<file path="src/rtl/mem_port_arbiter.sv">
// Two-requester arbiter for a single-ported memory. One requester owns the
// port at a time; ownership alternates on request drop or after MAX_BURST
// consecutive beats while the other side is waiting.
module mem_port_arbiter #(
    parameter int MAX_BURST = 8
) (
    input  logic        clk,
    input  logic        nrst,
    input  logic        req0,
    input  logic        req1,
    input  logic        wr0,
    input  logic        wr1,
    input  logic [31:0] addr0,
    input  logic [31:0] addr1,
    input  logic [31:0] wdata0,
    input  logic [31:0] wdata1,
    output logic        gnt0,
    output logic        gnt1,
    output logic        rvalid0,
    output logic        rvalid1,
    output logic [31:0] rdata0,
    output logic [31:0] rdata1,
    output logic [31:0] mem_addr,
    output logic        mem_wr_en,
    output logic [31:0] mem_wdata,
    input  logic [31:0] mem_rdata,
    output logic        owner,
    output logic        busy
);

    localparam int CW = $clog2(MAX_BURST + 1);

    typedef enum logic [1:0] {
        IDLE = 2'd0,
        OWN0 = 2'd1,
        OWN1 = 2'd2
    } state_t;

    state_t        state;
    state_t        state_next;
    logic [CW-1:0] count;
    logic [CW-1:0] count_next;
    logic          lsp;
    logic          lsp_next;
    logic          owner_next;
    logic          beat0;
    logic          beat1;
    logic          last_beat;
    logic          unused_addr_bits;

    assign gnt0  = (state == OWN0);
    assign gnt1  = (state == OWN1);
    assign busy  = gnt0 | gnt1;
    assign beat0 = gnt0 & req0;
    assign beat1 = gnt1 & req1;

    // The beat that brings the count up to MAX_BURST ends the burst window.
    assign last_beat = (count == CW'(MAX_BURST - 1));

    // Memory side is driven straight from the owner's inputs during a beat.
    assign mem_addr  = beat0 ? {addr0[31:2], 2'b00} :
                       beat1 ? {addr1[31:2], 2'b00} : 32'd0;
    assign mem_wdata = beat0 ? wdata0 : beat1 ? wdata1 : 32'd0;
    assign mem_wr_en = (beat0 & wr0) | (beat1 & wr1);

    assign rdata0 = mem_rdata;
    assign rdata1 = mem_rdata;

    // Byte offset bits are dropped on purpose; accesses are always word-wide.
    assign unused_addr_bits = ^{addr0[1:0], addr1[1:0]};

    // State, beat counter, fairness pointer and owner registers.
    always_ff @(posedge clk or negedge nrst) begin
        if (!nrst) begin
            state <= IDLE;
            count <= '0;
            lsp   <= 1'b1;
            owner <= 1'b0;
        end else begin
            state <= state_next;
            count <= count_next;
            lsp   <= lsp_next;
            owner <= owner_next;
        end
    end

    // Read-valid pipeline: a read beat returns data one cycle later to its issuer.
    always_ff @(posedge clk or negedge nrst) begin
        if (!nrst) begin
            rvalid0 <= 1'b0;
            rvalid1 <= 1'b0;
        end else begin
            rvalid0 <= beat0 & ~wr0;
            rvalid1 <= beat1 & ~wr1;
        end
    end

    // Next-state: arbitration, burst limiting and hand-over bookkeeping.
    always_comb begin
        state_next = state;
        count_next = count;
        lsp_next   = lsp;
        owner_next = owner;
        case (state)
            IDLE: begin
                if (req0 && req1) begin
                    state_next = lsp ? OWN0 : OWN1;
                end else if (req0) begin
                    state_next = OWN0;
                end else if (req1) begin
                    state_next = OWN1;
                end
            end
            OWN0: begin
                if (!req0) begin
                    state_next = req1 ? OWN1 : IDLE;
                end else if (last_beat) begin
                    count_next = '0;
                    if (req1) begin
                        state_next = OWN1;
                    end
                end else begin
                    count_next = count + CW'(1);
                end
            end
            OWN1: begin
                if (!req1) begin
                    state_next = req0 ? OWN0 : IDLE;
                end else if (last_beat) begin
                    count_next = '0;
                    if (req0) begin
                        state_next = OWN0;
                    end
                end else begin
                    count_next = count + CW'(1);
                end
            end
            default: begin
                state_next = IDLE;
            end
        endcase

        // Any change of state starts a fresh burst; entering OWNn records n.
        if (state_next != state) begin
            count_next = '0;
            if (state_next == OWN0) begin
                lsp_next   = 1'b0;
                owner_next = 1'b0;
            end else if (state_next == OWN1) begin
                lsp_next   = 1'b1;
                owner_next = 1'b1;
            end
        end
    end

endmodule

</file>
<file path="config.mk">
export PLATFORM = sky130hd
export DESIGN_NAME = mem_port_arbiter
export DESIGN_NICKNAME = d
export VERILOG_FILES = /design/src/rtl/mem_port_arbiter.sv
export SDC_FILE = /design/constraint.sdc
export NUM_CORES = 1
export LEC_CHECK = 0
export CAP_MARGIN = 20
export CORE_AREA = 2 2 118 120
export DETAILED_ROUTE_END_ITERATION = 8
export DIE_AREA = 0 0 120 122
export SETUP_SLACK_MARGIN = 0.2
export SLEW_MARGIN = 15
export SYNTH_ARGS = -nofsm -noshare
export SYNTH_HDL_FRONTEND = slang
export SYNTH_SLANG_ARGS = --single-unit
</file>
<file path="constraint.sdc">
create_clock -name clk -period 2.7 [get_ports clk]
set_clock_uncertainty 0.05 [all_clocks]
set_input_delay 0.54 -clock clk [delete_from_list [all_inputs] [get_ports clk]]
set_output_delay 0.54 -clock clk [all_outputs]
set_load 0.02 [all_outputs]
</file>
Word-level counts from Yosys, hierarchy flattened. Cells that the tools add are included.

Divide/modulo/power cells: 0. Reductions and logical operators: 6. Shift operators: 0. Muxes and demuxes: 23. Multiply operators: 0. Equality and inequality tests: 8. Order comparisons: 0. Add/sub/neg operators: 1. Bitwise operators: 10.

Operator list (count): 32-bit 2-to-1 mux (4); 2-bit 2-to-1 mux (10); 4-bit 2-to-1 mux (4); 4-bit one-hot mux with 2 select lines (1); 1-bit AND (6); 3-bit by 2-bit inequality test with 1-bit output (second input constant) (2); 2-bit one-hot mux with 3 select lines (1); 4-bit by 1-bit adder with 4-bit output (second input constant) (1); 2-bit by 1-bit == test with 1-bit output (second input constant) (2); 2-bit == test (second input constant) (2); 4-bit by 3-bit == test with 1-bit output (second input constant) (1); 1-bit 2-to-1 mux (3); 3-bit AND reduction (1); 3-bit nonzero test (1); 2-bit zero test (1); 2-bit inequality test (1); 1-bit NOT (2); 1-bit OR (2); 2-bit AND reduction (1); 2-bit nonzero test (1); 1-bit logical AND (1).

RAM bits: 0. Memories kept: 0. Output and inout bits: 135. Logic and storage cells: 54. Latch bits: 0. Bits in read-only memories: 0. Flip-flop bits (word level): 10.

Longest topological paths before layout. Gate-level depths: netlist of the first run.

Depth after elaboration: 7. Gate-level depth with buffers: 12. Depth with buffers taken out: 10.

Worst setup path after synthesis of the first run. No wires, ideal clock.

Path kind: flip-flop to output port. Start: reg state[0]. End: out mem_addr[22]. Data required time: 2110 ps. Stages on the path, launching flop included: 9. Path slack: 83 ps. Arrival time: 2027 ps. Cell sequence: dfrtp_1 clkbuf_2 inv_1 ha_1 buf_2 nand2_1 nor2_1 clkbuf_1 a22o_1.

Word-level cells in the longest chain between the ends: 4.

RTL lines: start, declared (line 39) `state_t state;`; start signal, assigned (line 80) `state <= state_next;`; 2-bit == test (line 52) `assign gnt1 = (state == OWN1);`; named net gnt1 (line 18) `output logic gnt1,`; 1-bit AND (line 55) `assign beat1 = gnt1 & req1;`; 32-bit 2-to-1 mux (line 62) `beat1 ? {addr1[31:2], 2'b00} : 32'd0;`; 32-bit 2-to-1 mux (line 61) `assign mem_addr = beat0 ? {addr0[31:2], 2'b00} :`; end, declared (line 23) `output logic [31:0] mem_addr,`.

The timed path passes the listed nets, and every way through them passes these cells.

Worst setup path after layout of the first run.
Start: reg state[0]. End: out mem_addr[13].

Word-level cells in the longest chain between the ends: 4.

RTL lines (line): 2-bit == test (52); 1-bit AND (55); 32-bit 2-to-1 mux (62); 32-bit 2-to-1 mux (*) (61).

Mark *: on every way between the ends. The rest lies on a longest branch, timed or not.

==> results by group, run 1 <==
Global routing
  – Gr busiest metal: met2
  – First-pass GRT wire length: 14,500 um
  – Pin count of the biggest net entering global routing: 51
  – GRT Resource Usage Total: 13.6%
  – Vias in the first global route: 2,225
  – Routing usage on met2: 18.5%
  – Global-route met3 utilization: 7.30%
  – Initial antenna violation count: 8
  – Remaining Overflow, GRT: 0
  – Grt met1 use: 17.7%

Synth
  – Synth Area in Adders: 4.00%
  – Synth Instances: 235
  – Xor/xnor share of the synthesized area: 0.467%
  – Simple-Gate Fraction of Synth Area: 9.94%
  – Top post-synthesis cells by area: a22o_1, buf_4, dfrtp_1, ha_1, nand2_1
  – Area share of the largest cell type after synthesis: 29.0%
  – #FFs+latches synth: 10
  – Compound-Gate Fraction of Synth Area: 37.9%
  – Synth Cell Area: 1880 um2
  – Post-synthesis mux area share: 1.60%
  – Leading area contributor after synthesis: a22o_1
  – Async set or reset register ratio after synthesis: 100%
  – Netlist cell types: 39
  – Primary FF master, synth: dfrtp_1
  – Syn_area_per_cell: 7.98 um2
  – Post-synth top cells: buf_4, a22o_1, nand2_1, nor2_1, dfrtp_1
  – Sequential fraction of the synthesis area: 13.4%
  – YS warnings: 0
  – Number of synthesized flops with an enable pin: 0
  – Main combinational cell family by area after synthesis: compound AO/OA/AOI/OAI gates
  – Count leader, synth: buf_4

STA
  – Min Tclk post-route: 2.44 ns
  – Final Max Slew Viols: 0
  – RSZ-0062 raised after global routing: true
  – Hold Fails Final Rpt: 0
  – Worst hold slack: 0.469 ns
  – Fmax: 410 MHz
  – Final period util: 90.3%
  – Setup violations, final: 0

Setup path
  – Critical-path maximum fanout: 12
  – Critical-path cell list: ha_4, and2_4, nor2_4, buf_6, bufbuf_16, a22o_1, buf_2
  – CP Launch Type: register
  – Crit end category: primary output
  – Setup Crit Path Kind: reg2out
  – FF-to-FF setup slack: 0.34 ns
  – Critical Path Max Stage Delay: 0.42 ns
  – Crit-path slowest cell: dfrtp_1
  – Critical Path RT: 2.11 ns
  – Crit path DAT: 1.85 ns
  – R2R depth: 9

Outcome
  – Status: completed

Die
  – Core area: 13,500 um2
  – Die Height: 122 um
  – Die width: 120 um
  – # rows: 43
  – IO Pins: 301
  – DIE AREA: 14,600 um2
  – Initial Util: 13.9%

Detailed routing
  – Drt drc: 0
  – Detailed Route WL: 10,800 um
  – Initial DRC Count: 90
  – DR pass1 iterations: 4
  – DR WL/cell: 19.2 um
  – Overall via count from detail_route: 2,288
  – Final ANT Viol Nets: 0
  – Vias per cell: 4.06

Clock network
  – TritonCTS clock tree: built
  – Clock Pin Slew Worst Setup and Hold Paths: 0.04 ns
  – Clock root cell: clkbuf_16
  – Sink Count: 10
  – H-tree levels: 1
  – Hold buffer count at cts: 0
  – Clock Latency Late Sink: 0.24 ns
  – Maximum clock insertion buffer count: 2
  – Clock buffer count from CTS: 3

Cells and area
  – Share of layout cells above drive strength 1: 26.5%
  – Multi-input logic area: 1060 um2
  – Fillers: 1,452
  – Register area: 251 um2
  – Synth-to-layout area growth: 102%
  – Fin nets: 550

Job
  – Max-Cap Viols: 0

Place
  – Hpwl dp: 8700 um
  – RePlAce Congestion: 0.839
  – IO buf count: 198

Pwr
  – PwrDens: 638 nW/um2
  – VDD IR max: 0.248 mV
  – Total Power: 0.00241 W
  – Leak: 1.61 nW

Worst hold path
  – Hold WC Path Type: reg2reg
  – Cell depth of the worst hold path: 2
[worst max-delay path, delay by kind of cell, from the launching register on]
kind / cells / cell delay, ns
adder cells (fa/ha/maj): 1 / 0.18
AO/OA/AOI/OAI: 1 / 0.12
buffers and inverters: 3 / 0.56
flip-flops: 1 / 0.42
AND/OR/NAND/NOR: 2 / 0.31
[state kept, by name, indices dropped and copies added, names as in the netlist]
name and count:
count 4, lsp 1, owner 1, rvalid0 1, rvalid1 1, state 2
[layout make-up]
type,count,area share [%]
antenna,6,0.397
clock buffer,4,2.35
inverter,6,0.595
multi-input combinational,135,27.9
sequential,10,6.65
tap,180,5.95
timing repair buffer,222,56.1
[routing by layer]
metal	vias to the layer above	part of all wire, %
met3	47	12
met1	1017	44
met2	125	40
met5	-	0.24
li1	1095	-
met4	4	3.6
[cell usage in the layout, fill, tap and decap left out, drive strengths merged, types with 7 or more instances in the layout]
cell type / instances
a21oi: 7
nor2: 10
a22o: 62
nand2: 11
buf: 73
clkdlybuf4s15: 12
clkdlybuf4s50: 133
dfrtp: 9
[metrics by stage]
stage | setup slack, ns | cell area, um2 | std cells | setup TNS [ns] | util, %
after detailed placement | -0.320 | 3670 | 542 | -14.49 | 27.2
final | 0.261 | 3780 | 563 | 0 | 28.0
after floorplan | 0.210 | 1890 | 236 | 0 | -
after global placement | -0.328 | 3670 | 542 | -15.01 | 27.2
after global routing | 0.195 | 3770 | 558 | 0 | 27.9
after CTS | 0.235 | 3730 | 553 | 0 | 27.6
[power breakdown]
part / leakage [nW] / internal (W) / switching (W)
logic: 1.44 / 0.000914 / 0.000981
clock network: 0.0442 / 0.000223 / 0.0000699
registers: 0.129 / 0.000195 / 0.0000314
[path summary, 6_finish.rpt]
check                              start           end
worst min-delay path               owner         owner
min in group asynchronous           nrst         owner
worst max-delay path            state[0]  mem_addr[13]
max in group asynchronous           nrst           lsp
worst min register to register     owner         owner
worst max register to register  count[0]           lsp
[cell families (layout without fill, tap and decap cells)]
| family | Yosys count | in the layout |
|---|---|---|
| adders and majority gates | 6 | 6 |
| xor gates and xnor gates | 1 | 1 |
| AOI/OAI and AO/OA | 85 | 85 |
| DFF | 10 | 10 |
| other | 1 | 8 |
| muxes | 3 | 3 |
| and+or+nand+nor | 38 | 38 |
| buffers and inverters | 91 | 232 |
[repair_timing]
item,4_1_cts,5_1_grt
endpoints found under the setup margin,65,33
cloned,3,0
pin swaps,2,7
hold endpoints to repair,0,0
gates resized for setup,223,23
setup buffers,4,4
No activity file was read; power rests on OpenSTA's default activity.
==> run 2, diff against run 1 <==
--- a/config.mk
+++ b/config.mk
@@ -10,6 +10,7 @@
 export DETAILED_ROUTE_END_ITERATION = 8
 export DIE_AREA = 0 0 120 122
 export SETUP_SLACK_MARGIN = 0.2
+export SKIP_CTS_REPAIR_TIMING = 1
 export SLEW_MARGIN = 15
 export SYNTH_ARGS = -nofsm -noshare
 export SYNTH_HDL_FRONTEND = slang
==> run 2 against run 1 <==
Combinational power is essentially flat. Setup slack got worse by 0.033 ns. Global-route usage shrank 0.89 points. Design area increased by 3.4%. Die area stayed put. Largest cell class unchanged.
==> results by group, run 2 (synthesis gave the netlist of run 1 again) <==
Pwr
  – VDD IR max: 0.248 mV (about the same)
  – Leak: 2.27 nW (+41%)
  – PwrDens: 615 nW/um2 (-3.6%)
  – Total Power: 0.00240 W (-0.37%)

Die
  – Initial Util: 13.9% (unchanged)
  – # rows: 43 (unchanged)
  – DIE AREA: 14,600 um2 (unchanged)
  – Die Height: 122 um (unchanged)
  – Die width: 120 um (unchanged)
  – IO Pins: 301 (unchanged)
  – Core area: 13,500 um2 (unchanged)

Worst hold path
  – Cell depth of the worst hold path: 2 (unchanged)
  – Hold WC Path Type: reg2reg
  – Sink of the worst hold path: owner
  – Hold Startpoint: owner

Cells and area
  – Post-route cell area: 3910 um2 (+3.4%)
  – Commonest cells after routing, fill and taps aside: clkdlybuf4s50_1, a22o_1, dlymetal6s2s_1
  – Fin nets: 543 (-1.3%)
  – Most common cell after layout, fill and taps aside: clkdlybuf4s50_1
  – Top flop regs: count: 4 flops, state: 2 flops
  – Reg with most FFs: count
  – Largest register FFs: 4 (unchanged)
  – Fillers: 1,433 (-1.3%)
  – Share of layout cells above drive strength 1: 11.9% (-15 points)
  – Synth-to-layout area growth: 109%

Detailed routing
  – Final ANT Viol Nets: 0 (unchanged)
  – Detailed Route WL: 10,700 um (-0.63%)
  – Vias per cell: 4.08 (+0.33%)
  – Drt drc: 0 (unchanged)
  – Overall via count from detail_route: 2,267 (-0.92%)
  – DR WL/cell: 19.3 um (+0.62%)
  – Initial DRC Count: 91 (+1.1%)
  – DR pass1 iterations: 6 (+2)

Global routing
  – Gr busiest metal: met2
  – Routing usage on met2: 17.3% (-1.2 points)
  – Remaining Overflow, GRT: 0 (unchanged)
  – Vias in the first global route: 2,115 (-4.9%)
  – Initial antenna violation count: 8 (unchanged)
  – Grt met1 use: 16.7% (-1.0 points)
  – GRT Resource Usage Total: 12.7% (-0.89 points)
  – First-pass GRT wire length: 13,600 um (-6.0%)
  – Global-route met3 utilization: 6.74% (-0.56 points)
  – Pin count of the biggest net entering global routing: 51 (unchanged)

Clock network
  – Clock buffer count from CTS: 3 (unchanged)
  – Maximum clock insertion buffer count: 2 (unchanged)
  – Clock Latency Late Sink: 0.24 ns (about the same)
  – TritonCTS clock tree: built
  – Sink Count: 10 (unchanged)
  – Clock Pin Slew Worst Setup and Hold Paths: 0.04 ns (about the same)
  – Clock root cell: clkbuf_16
  – H-tree levels: 1 (unchanged)

Setup path
  – Crit Reg-Reg Startpoint: state[1]
  – Critical-path maximum fanout: 13 (+1)
  – Crit-path slowest cell: dfrtp_1
  – Crit end category: primary output
  – FF-to-FF setup slack: 0.29 ns (-0.05 ns)
  – Critical Path RT: 2.11 ns (about the same)
  – Crit path DAT: 1.88 ns (+0.03 ns)
  – Critical Path Max Stage Delay: 0.39 ns (-0.03 ns)
  – Setup Crit Path Kind: reg2out
  – Worst setup path start: state[0]
  – R2R depth: 10 (+1)
  – Critical-path cell list: ha_1, and2_4, nor2_4, buf_6, clkbuf_16, a22o_1, dlymetal6s2s_1
  – CP Launch Type: register
  – Capture point of the worst reg-to-reg path: lsp

Job
  – Max-Cap Viols: 0 (unchanged)

STA
  – Min Tclk post-route: 2.47 ns (+0.0329 ns)
  – Final period util: 91.6% (+1.2 points)
  – Final Max Slew Viols: 0 (unchanged)
  – Final setup TNS: 0 ns (unchanged)
  – Worst hold slack: 0.469 ns (-0.000422 ns)
  – RSZ-0062 raised after global routing: true
  – Hold Fails Final Rpt: 0 (unchanged)
  – Fmax: 405 MHz (-1.3%)
  – Setup violations, final: 0 (unchanged)

Outcome
  – Status: completed

Place
  – IO buf count: 198 (unchanged)
  – Hpwl dp: 8700 um (unchanged)
  – Area after DPL: 3670 um2 (unchanged)
  – RePlAce Congestion: 0.839 (unchanged)
==> run 2: worst max-delay path by stage <==
stage / to / slack, ns
2_1_floorplan: lsp / 0.21
3_3_place_gp: mem_addr[2] / -0.33
3_5_place_dp: mem_addr[2] / -0.32
4_1_cts: mem_addr[2] / -0.32
5_1_grt: mem_addr[2] / 0.12
6_report: mem_addr[2] / 0.23
==> run 2: per-stage QoR <==
| step | setup slack, ns | util (%) | instances |
|---|---|---|---|
| 6_report | 0.228 | 29.0 | 556 |
| 5_1_grt | 0.122 | 28.9 | 551 |
| 4_1_cts | -0.320 | 27.8 | 546 |
| 3_5_place_dp | -0.320 | 27.2 | 542 |
| 3_3_place_gp | -0.328 | 27.2 | 542 |
| 2_1_floorplan | 0.210 | - | 236 |
==> run 2: per-layer routing <==
| metal | part of all wire, % | wire, um |
|---|---|---|
| met2 | 41 | 4430 |
| met5 | 0.24 | 26 |
| met3 | 11 | 1200 |
| met1 | 44 | 4730 |
| met4 | 3.3 | 350 |
==> run 2: power breakdown <==
group          total [W]  internal [W]  switching [W]
logic            0.00189      0.000931       0.000960
clock network   0.000294      0.000223      0.0000713
registers       0.000220      0.000195      0.0000254
==> run 2: final cells by class <==
type / instances / area [um2] / area share (%)
timing repair buffer: 215 / 2280 / 58.2
clock buffer: 4 / 88.8 / 2.27
tap: 180 / 225 / 5.76
multi-input combinational: 135 / 1030 / 26.4
sequential: 10 / 251 / 6.43
inverter: 6 / 22.5 / 0.576
antenna: 6 / 15.0 / 0.384
==> run 2: worst max-delay path: cells and delay by family (launching register included) <==
family          cells  cell delay, ns
fa+ha+maj           1            0.22
simple gates        2            0.31
compound gates      1            0.16
buf+inv             3            0.56
flops               1            0.39
